<file path="src/rtl/mask_index_pkg.sv">
// Shared types and defaults for the mask-to-index decoder.
// Holds the FSM state encoding and the count-width helper.
package mask_index_pkg;

    localparam int WIDTH_DEF = 8;
    localparam int IDX_W_DEF = 3;

    typedef enum logic [1:0] {
        ST_IDLE = 2'd0,
        ST_SCAN = 2'd1,
        ST_DONE = 2'd2
    } state_t;

    // The count must represent WIDTH itself, hence one bit more than an index.
    function automatic int cnt_width(input int idx_w);
        return idx_w + 1;
    endfunction

    localparam int CNT_W_DEF = cnt_width(IDX_W_DEF);

endpackage

</file>
<file path="src/rtl/mask_rebuild_check.sv">
// Rebuilds the mask from the emitted indices and compares it against the
// latched input mask; instantiated only when MASK_INDEX_REBUILD_EN is defined.
module mask_rebuild_check
    import mask_index_pkg::*;
#(
    parameter int WIDTH = WIDTH_DEF,
    parameter int IDX_W = IDX_W_DEF
) (
    input  logic             clk,
    input  logic             rst,
    input  logic             i_clear,
    input  logic [WIDTH-1:0] i_mask,
    input  logic             i_hs,
    input  logic [IDX_W-1:0] i_idx,
    input  logic             i_check,
    output logic             o_mismatch
);

    logic [WIDTH-1:0] r_rebuild;
    logic [WIDTH-1:0] r_mask_copy;
    logic             r_mismatch;
    logic [WIDTH-1:0] w_onehot;

    assign w_onehot   = {{(WIDTH-1){1'b0}}, 1'b1} << i_idx;
    assign o_mismatch = r_mismatch;

    always_ff @(posedge clk) begin
        if (rst) begin
            r_rebuild   <= '0;
            r_mask_copy <= '0;
            r_mismatch  <= 1'b0;
        end else if (i_clear) begin
            r_rebuild   <= '0;
            r_mask_copy <= i_mask;
            r_mismatch  <= 1'b0;
        end else begin
            if (i_hs) begin
                r_rebuild <= r_rebuild ^ w_onehot;
            end
            if (i_check) begin
                r_mismatch <= (r_rebuild != r_mask_copy);
            end
        end
    end

endmodule

</file>
<file path="src/rtl/mask_index_decoder.sv">
// Decodes a bitmask into its set-bit indices, one per valid/ready handshake,
// lowest first, with popcount and odd parity. Optional: MASK_INDEX_REBUILD_EN.
module mask_index_decoder
    import mask_index_pkg::*;
#(
    parameter int WIDTH = WIDTH_DEF,
    parameter int IDX_W = IDX_W_DEF
) (
    input  logic             clk,
    input  logic             rst,
    input  logic             start,
    input  logic [WIDTH-1:0] mask_in,
    output logic             busy,
    output logic             idx_valid,
    input  logic             idx_ready,
    output logic [IDX_W-1:0] idx_data,
    output logic             idx_last,
    output logic             done,
    output logic [IDX_W:0]   count,
    output logic             parity,
    output logic             mismatch
);

    localparam int CNT_W = cnt_width(IDX_W);

    state_t           r_state;
    state_t           w_next_state;
    logic [WIDTH-1:0] r_sreg;
    logic [IDX_W-1:0] r_pos;
    logic [CNT_W-1:0] r_count;
    logic             r_parity;

    logic             w_accept;
    logic             w_handshake;
    logic             w_advance;
    logic             w_top_bit;

    assign w_accept    = (r_state == ST_IDLE) && start;
    assign w_handshake = idx_valid && idx_ready;
    assign w_top_bit   = ((r_sreg >> 1) == '0);
    // Clear bits always shift; a set bit shifts only once the consumer takes it.
    assign w_advance   = (r_state == ST_SCAN) && (r_sreg != '0) &&
                         (!r_sreg[0] || idx_ready);

    always_ff @(posedge clk) begin
        if (rst) begin
            r_state <= ST_IDLE;
        end else begin
            r_state <= w_next_state;
        end
    end

    always_comb begin
        w_next_state = r_state;
        unique case (r_state)
            ST_IDLE: if (start)          w_next_state = ST_SCAN;
            ST_SCAN: if (r_sreg == '0)   w_next_state = ST_DONE;
            ST_DONE:                     w_next_state = ST_IDLE;
            default:                     w_next_state = ST_IDLE;
        endcase
    end

    always_comb begin
        busy      = (r_state != ST_IDLE);
        idx_valid = (r_state == ST_SCAN) && r_sreg[0];
        idx_data  = r_pos;
        idx_last  = (r_state == ST_SCAN) && r_sreg[0] && w_top_bit;
        done      = (r_state == ST_DONE);
        count     = r_count;
        parity    = r_parity;
    end

    // pos stops at the highest set bit so it never wraps past WIDTH-1.
    always_ff @(posedge clk) begin
        if (rst) begin
            r_sreg   <= '0;
            r_pos    <= '0;
            r_count  <= '0;
            r_parity <= 1'b0;
        end else if (w_accept) begin
            r_sreg   <= mask_in;
            r_pos    <= '0;
            r_count  <= '0;
            r_parity <= 1'b0;
        end else if (w_advance) begin
            r_sreg <= r_sreg >> 1;
            if (!w_top_bit) begin
                r_pos <= r_pos + IDX_W'(1);
            end
            if (w_handshake) begin
                r_count  <= r_count + CNT_W'(1);
                r_parity <= ~r_parity;
            end
        end
    end

`ifdef MASK_INDEX_REBUILD_EN
    mask_rebuild_check #(
        .WIDTH (WIDTH),
        .IDX_W (IDX_W)
    ) u_rebuild_check (
        .clk        (clk),
        .rst        (rst),
        .i_clear    (w_accept),
        .i_mask     (mask_in),
        .i_hs       (w_handshake),
        .i_idx      (r_pos),
        .i_check    (r_state == ST_DONE),
        .o_mismatch (mismatch)
    );
`else
    assign mismatch = 1'b0;
`endif

endmodule
</file>
<file path="config.mk">
export PLATFORM = sky130hd
export DESIGN_NAME = mask_index_decoder
export DESIGN_NICKNAME = d
export VERILOG_FILES = /design/src/rtl/mask_index_pkg.sv /design/src/rtl/mask_rebuild_check.sv /design/src/rtl/mask_index_decoder.sv
export SDC_FILE = /design/constraint.sdc
export NUM_CORES = 1
export LEC_CHECK = 0
export BUFFER_PORTS_ARGS = -buffer_cell sky130_fd_sc_hd__buf_2
export CAP_MARGIN = 10
export CORE_ASPECT_RATIO = 1.4
export CORE_UTILIZATION = 40
export DETAILED_ROUTE_END_ITERATION = 16
export PLACE_DENSITY = 0.65
export SLEW_MARGIN = 30
export SYNTH_ARGS = -nofsm -noshare
export SYNTH_HDL_FRONTEND = slang
export SYNTH_HIERARCHICAL = 1
export SYNTH_SLANG_ARGS = --single-unit
</file>
<file path="constraint.sdc">
create_clock -name clk -period 3.5 [get_ports clk]
set_clock_uncertainty 0.1 [all_clocks]
set_input_delay 0.175 -clock clk [delete_from_list [all_inputs] [get_ports clk]]
set_output_delay 0.175 -clock clk [all_outputs]
set_load 0.05 [all_outputs]
</file>
==> metrics, run 1 <==
Pwr per Cell Area=465 nW/um^2; Post-synth top flop=dfxtp_1; Synth Register Bits=18; Max Freq=around 560 MHz; GRT Resource Usage Total=16.9%; Total Wirelength=1690 um; CTS Buf Count=3; Max Fanout on Critical Path=3; First DRT Iteration DRCs=10; Clk Latency, worst-skew pair=between 0.2 and 0.3 ns; Yosys Warn Count=6; RSZ-0062 raised after global routing=no; placed cell count=around 130; Psw=150 uW; Worst-path clk slew=between 0.1 and 0.15 ns; CP bufs+invs=1; initial cell density of the core=43.1%; synthesized area per cell=9.35 um^2; WP data required=3.22 ns; RR Endpoint=idx_data[2]$_SDFFE_PP0P_; Slew Limit Fails=0; Commonest cells post-synth=18 x dfxtp_1, 13 x nor2_1, 6 x nand2_1; status=finished, final reports clean; sequential area share after synthesis=a little over two fifths; Net Sw Frac=32.0%; Reg power frac=slightly below 50%; Pleak=0.000443 uW; per-cell routed wire length=12.5 um; CTS Sinks=18; io pins=25; Tmin final=1.79 ns; r2r setup slk=1.86 ns; part of the power in the clock network=27.7%; Non-Filler Instances=~140; Synthesized Nets=between 100 and 150; Post-Synthesis Cells=91; largest area contributor in the netlist=dfxtp_1; initial antenna violation count=0; Async SR Flop Fraction=0%; number of inserted diodes=0; post-route setup slack=1.71 ns; worst r2r path cells=4; CP cell instances=nor3_1 > and3_1 > buf_2; number of global-route vias before repair=706; CTS tree=done; core area=1970 um^2; Post-CTS Hold Buffers=0; Post-synth EDFFs=0; Area Growth Syn to Fin=18.7%; period utilization=approximately 50%; setup violators final=0; Hold Path Cell Cnt=3; Gate power share=22.7%; largest net degree at the start of global routing=12; DR vias=720; Hold Vio Cnt, Final=0; die area=2320 um^2; WS Path Type=register to output pin; fin nets=130; critical path arrival=about 1.5 ns; maximum vdd ir drop=0.256 mV; # H-tree levels=1; Hold Crit Endpoint=r_sreg[7]$_SDFFE_PP0P_; clock root cell=clkbuf_4; Int Power=~320 uW; ranking of synthesized cells by area=dfxtp_1 42%, nor2_1 5.7%, o2bb2ai_1 4.1%; clock tree buffer depth=2; CP Depth=3; Final ANT Viol Nets=0; total grt overflow=0; Place WS=1.85 ns; top-count cell post-synth=dfxtp_1; Post-Synthesis Cell Area=851 um^2; crit start category=register; Max-cap violations=0; Setup TNS=0 ns; share of layout cells above drive strength 1=31.3%; postcts setup bufs=0; vias per inst=5.29; first-pass GRT wire length=2700 um; hold path start=mask_in[7]; die height=56.6 um; DRT Pass-1 Iters=4; die width=41.0 um; CP max stage delay=0.40 ns; PortBufs=23; Placer Congestion=between 0.7 and 0.8; R2R Path Start=r_state[1]$_SDFFE_PP0P_; type of the worst min-delay path=input pin to register; Slowest cell on crit path=nor3_1; hpwl dp=~1300 um; row count=19; drt drc=0; share of the synthesized area in the top cell type=42.4%; Yosys cell types=35; Crit path max-delay family=simple AND/OR/NAND/NOR gates; crit end category=output pin; CTS resizes=0
[power by group through the flow]
stage               clock [uW]  combinational (uW)  sequential, uW
finish                     130                 107             233
global placement             0                 106             237
floorplan                    0                79.8             240
detailed placement           0                 107             237
global route               141                 117             234
CTS                        134                 107             233
[layout by cell type (no fill, tap or decap), types with 2 or more instances in the layout]
cell       Yosys  final
nand2_1        6      6
nor3_1         2      2
a311oi_1       2      2
o2bb2ai_1      4      4
dfxtp_1       18     18
buf_2          0     23
ha_1           2      2
a22oi_1        4      4
a211oi_2       2      2
clkbuf_4       0      3
inv_1          3      3
xor2_1         3      3
a21oi_1        4      4
mux2i_1        2      2
nand3_2        2      2
nor2b_1        2      2
nand3_1        2      2
nor2_1        13     13
[final cells by class]
class                   instances  area [um^2]
well taps                      21         26.3
inverters                       3         11.3
multi-input cells              67          460
repair buffers                 23          115
clock buffers                   4         36.3
fillers                       207          963
flip-flops and latches         18          360
[flip-flops by register name (all words and copies together) (netlist names)]
register  flops
r_sreg        8
count         4
idx_data      3
r_state       2
parity        1
[cell families (layout without fill, tap and decap cells)]
logic type | Yosys count | in the layout | share of synthesized area (%)
AOI/OAI and AO/OA | 22 | 22 | 20.3
xor gates and xnor gates | 4 | 4 | 4.12
adders and majority gates | 2 | 2 | 2.94
buffers and inverters | 6 | 30 | 3.53
DFF | 18 | 18 | 42.4
muxes | 2 | 2 | 2.35
other | 1 | 1 | 0.441
and+or+nand+nor | 36 | 36 | 24.0
[layer usage]
layer,up-vias,GRT usage [%],part of all wire [%]
met5,-,0,0
li1,372,-,-
met3,4,2.37,3.4
met4,0,10.0,1.4
met2,17,27.5,51
met1,327,19.2,44
[stage by stage]
stage	util, %	power, uW	hold WS (ns)	area, um^2
floorplan	-	320	0.211	851
global placement	49.3	343	0.343	973
detailed placement	49.3	344	0.346	973
CTS	51.2	474	0.0193	1010
global route	51.2	492	0.0202	1010
finish	51.2	469	0.0206	1010
[tightest hold or removal path, cell delays in order]
cell and delay (ns):
buf_2 0.10, nand2_1 0.05, a21oi_1 0.05
[worst max-delay path by stage]
| stage | start | to | slack, ns |
|---|---|---|---|
| finish | r_sreg[7]$_SDFFE_PP0P_ | idx_last | 1.71 |
| global route | r_sreg[7]$_SDFFE_PP0P_ | idx_last | 1.60 |
| CTS | r_sreg[7]$_SDFFE_PP0P_ | idx_last | 1.70 |
| detailed placement | r_state[1]$_SDFFE_PP0P_ | idx_data[2]$_SDFFE_PP0P_ | 1.85 |
| global placement | r_state[1]$_SDFFE_PP0P_ | idx_data[2]$_SDFFE_PP0P_ | 1.91 |
| floorplan | r_state[1]$_SDFFE_PP0P_ | idx_last | 1.43 |
Note: power is estimated with default switching activity, not from simulation.
==> inputs of run 2 (changes only) <==
==> constraint.sdc (replaced) <==
create_clock -name clk -period 1.72 [get_ports clk]
set_clock_uncertainty 0.1 [all_clocks]
set_input_delay 0.086 -clock clk [delete_from_list [all_inputs] [get_ports clk]]
set_output_delay 0.086 -clock clk [all_outputs]
set_load 0.05 [all_outputs]
==> run 2 against run 1 <==
Non-clock buffer count rose by 7. Critical path depth did not move. Register-to-register slack got worse by 1.6 ns. Largest power group unchanged. Sequential power rose by 100%. Critical endpoint unchanged. Design area rose by 7.8%. Setup slack got worse by 1.6 ns. Global-route usage rose by 1.1 points. Sequential share of layout area fell by 2.6 points. Largest cell class unchanged. Highest routed layer unchanged. Combinational power rose by 120%. Wire length rose by 2.7%. Via count rose by 5.0%.
==> metrics, run 2 (same netlist as run 1, synthesis figures left out) <==
status=finished, final reports clean (unchanged); number of global-route vias before repair=743 (was 706); Hold Vio Cnt, Final=0 (unchanged); WS Path Type=register to output pin (unchanged); io pins=25 (unchanged); core area=1970 um^2 (unchanged); row count=19 (unchanged); R2R Path Start=r_sreg[3]$_SDFFE_PP0P_ (was r_state[1]$_SDFFE_PP0P_); DR vias=756 (was 720); total grt overflow=0 (unchanged); first-pass GRT wire length=2900 um (was 2700 um); Slowest cell on crit path=dfxtp_1 (was nor3_1); CTS Buf Count=3 (unchanged); share of layout cells above drive strength 1=32.8% (was 31.3%); Final Instance Area=1090 um^2 (was 1010 um^2); Place WS=0.158 ns (was 1.85 ns); die area=2320 um^2 (unchanged); largest register by flop count=r_sreg (unchanged); fin nets=137 (was 130); post-route setup slack=0.0874 ns (was 1.71 ns); period utilization=94.9%; Tmin final=roughly 1.6 ns; most common cell after layout, fill and taps aside=buf_2 (unchanged); RSZ-0062 raised after global routing=no (unchanged); number of inserted diodes=0 (unchanged); max reg flops=8 (unchanged); WP data required=1.53 ns (was 3.22 ns); end point of the critical path=idx_last (unchanged); Max-cap violations=0 (unchanged); CP max stage delay=0.36 ns (was 0.40 ns); Final ANT Viol Nets=0 (unchanged); Non-Filler Instances=143 (was 136); initial antenna violation count=0 (unchanged); Pleak=0.000473 uW (was 0.000443 uW); r2r setup slk=0.22 ns (was 1.86 ns); CTS Sinks=18 (unchanged); Total Wirelength=1740 um (was 1690 um); hold path start=mask_in[4] (was mask_in[7]); Placer Congestion=0.709 (was 0.740); Clk Latency, worst-skew pair=0.29 ns (about the same); filler instances=193 (was 207); setup violators final=0 (unchanged); Worst-path clk slew=0.10 ns (was 0.11 ns); type of the worst min-delay path=input pin to register (unchanged); vias per inst=5.29 (about the same); Slew Limit Fails=0 (unchanged); critical path arrival=1.45 ns (was 1.51 ns); crit start category=register (unchanged); clock root cell=clkbuf_4 (unchanged); Max Fanout on Critical Path=3 (unchanged); First DRT Iteration DRCs=8 (was 10); worst r2r path cells=4 (unchanged); placed cell count=133 (was 132); initial cell density of the core=43.1% (unchanged); Post-Place Cell Area=985 um^2 (was 973 um^2); Setup TNS=0 ns (unchanged); fin util=55.2% (was 51.2%); CP cell instances=nor4_4 > and3_2 > clkbuf_4 (was nor3_1 > and3_1 > buf_2); Pwr per Cell Area=885 nW/um^2 (was 465 nW/um^2); per-cell routed wire length=12.2 um (was 12.5 um); drt drc=0 (unchanged); RR Endpoint=r_sreg[6]$_SDFFE_PP0P_ (was idx_data[2]$_SDFFE_PP0P_); Area Growth Syn to Fin=27.9% (was 18.7%); largest net degree at the start of global routing=12 (unchanged); die height=56.6 um (unchanged); clock tree buffer depth=2 (unchanged); DRT Pass-1 Iters=4 (unchanged); most frequent cells in the layout=22 x buf_2, 18 x dfxtp_1, 12 x nor2_1, 6 x nand2_1, 6 x dlygate4sd3_1 (was 23 x buf_2, 18 x dfxtp_1, 13 x nor2_1, 6 x nand2_1); PortBufs=23 (unchanged); Setup crit start=r_sreg[3]$_SDFFE_PP0P_ (was r_sreg[7]$_SDFFE_PP0P_); die width=41.0 um (unchanged); maximum vdd ir drop=0.540 mV (was 0.256 mV); crit end category=output pin (unchanged); Max Freq=613 MHz; # H-tree levels=1 (unchanged); GRT Resource Usage Total=17.9% (was 16.9%); hpwl dp=1330 um (about the same); CTS tree=done (unchanged)
## run 2: changes by cell type in the layout (fill, tap and decap cells not counted), sizes merged
cell and change:
dlygate4sd3 +6, clkbuf +1
## run 2: area by class of cell
cell class	instances	area [um^2]	area share (%)
clock buffer	4	36.3	3.33
tap	21	26.3	2.41
sequential	18	360	33.1
multi-input combinational	67	469	43.1
inverter	3	11.3	1.03
timing repair buffer	30	185	17.0
## run 2: timing repair
item                                    in CTS  in global routing
cloned                                       0                  0
gates resized for setup                      1                  1
hold buffers                                 6                  0
setup buffers                                0                  0
hold endpoints to repair                     6                  0
endpoints found under the setup margin       1                  1
## run 2: worst min path at each step
stage,to,slack (ns),cells after the start
final,r_sreg[4]$_SDFFE_PP0P_,0.01,3
after global routing,r_sreg[0]$_SDFFE_PP0P_,0.008,2
after CTS,r_sreg[4]$_SDFFE_PP0P_,0.007,3
after detailed placement,r_sreg[7]$_SDFFE_PP0P_,0.24,3
after global placement,r_sreg[7]$_SDFFE_PP0P_,0.23,3
after floorplan,r_sreg[7]$_SDFFE_PP0P_,0.12,2
## run 2: layer usage
metal / vias to the layer above / GRT usage (%) / wire length (um)
met1: 351 / 18.5 / 746
met2: 16 / 31.3 / 909
met5: - / 0 / 0
met4: 0 / 10.0 / 17
li1: 387 / - / -
met3: 2 / 2.37 / 66
## run 2: worst max-delay path: cells and delay by family (launching register included)
family / cells / cell delay [ns]
buf+inv: 1 / 0.22
flops: 1 / 0.36
simple gates: 2 / 0.59
## run 2: power breakdown
part	switching [uW]	internal (uW)	total, uW
logic	144	90.1	234
clock network	125	129	254
registers	31.7	444	476
total	300	663	963
## run 2: through the flow
step                      power [uW]  hold slack, ns
after floorplan                  653           0.122
after CTS                        976         0.00736
final                            963          0.0135
after global placement           703           0.229
after detailed placement         707           0.244
after global routing            1020         0.00832
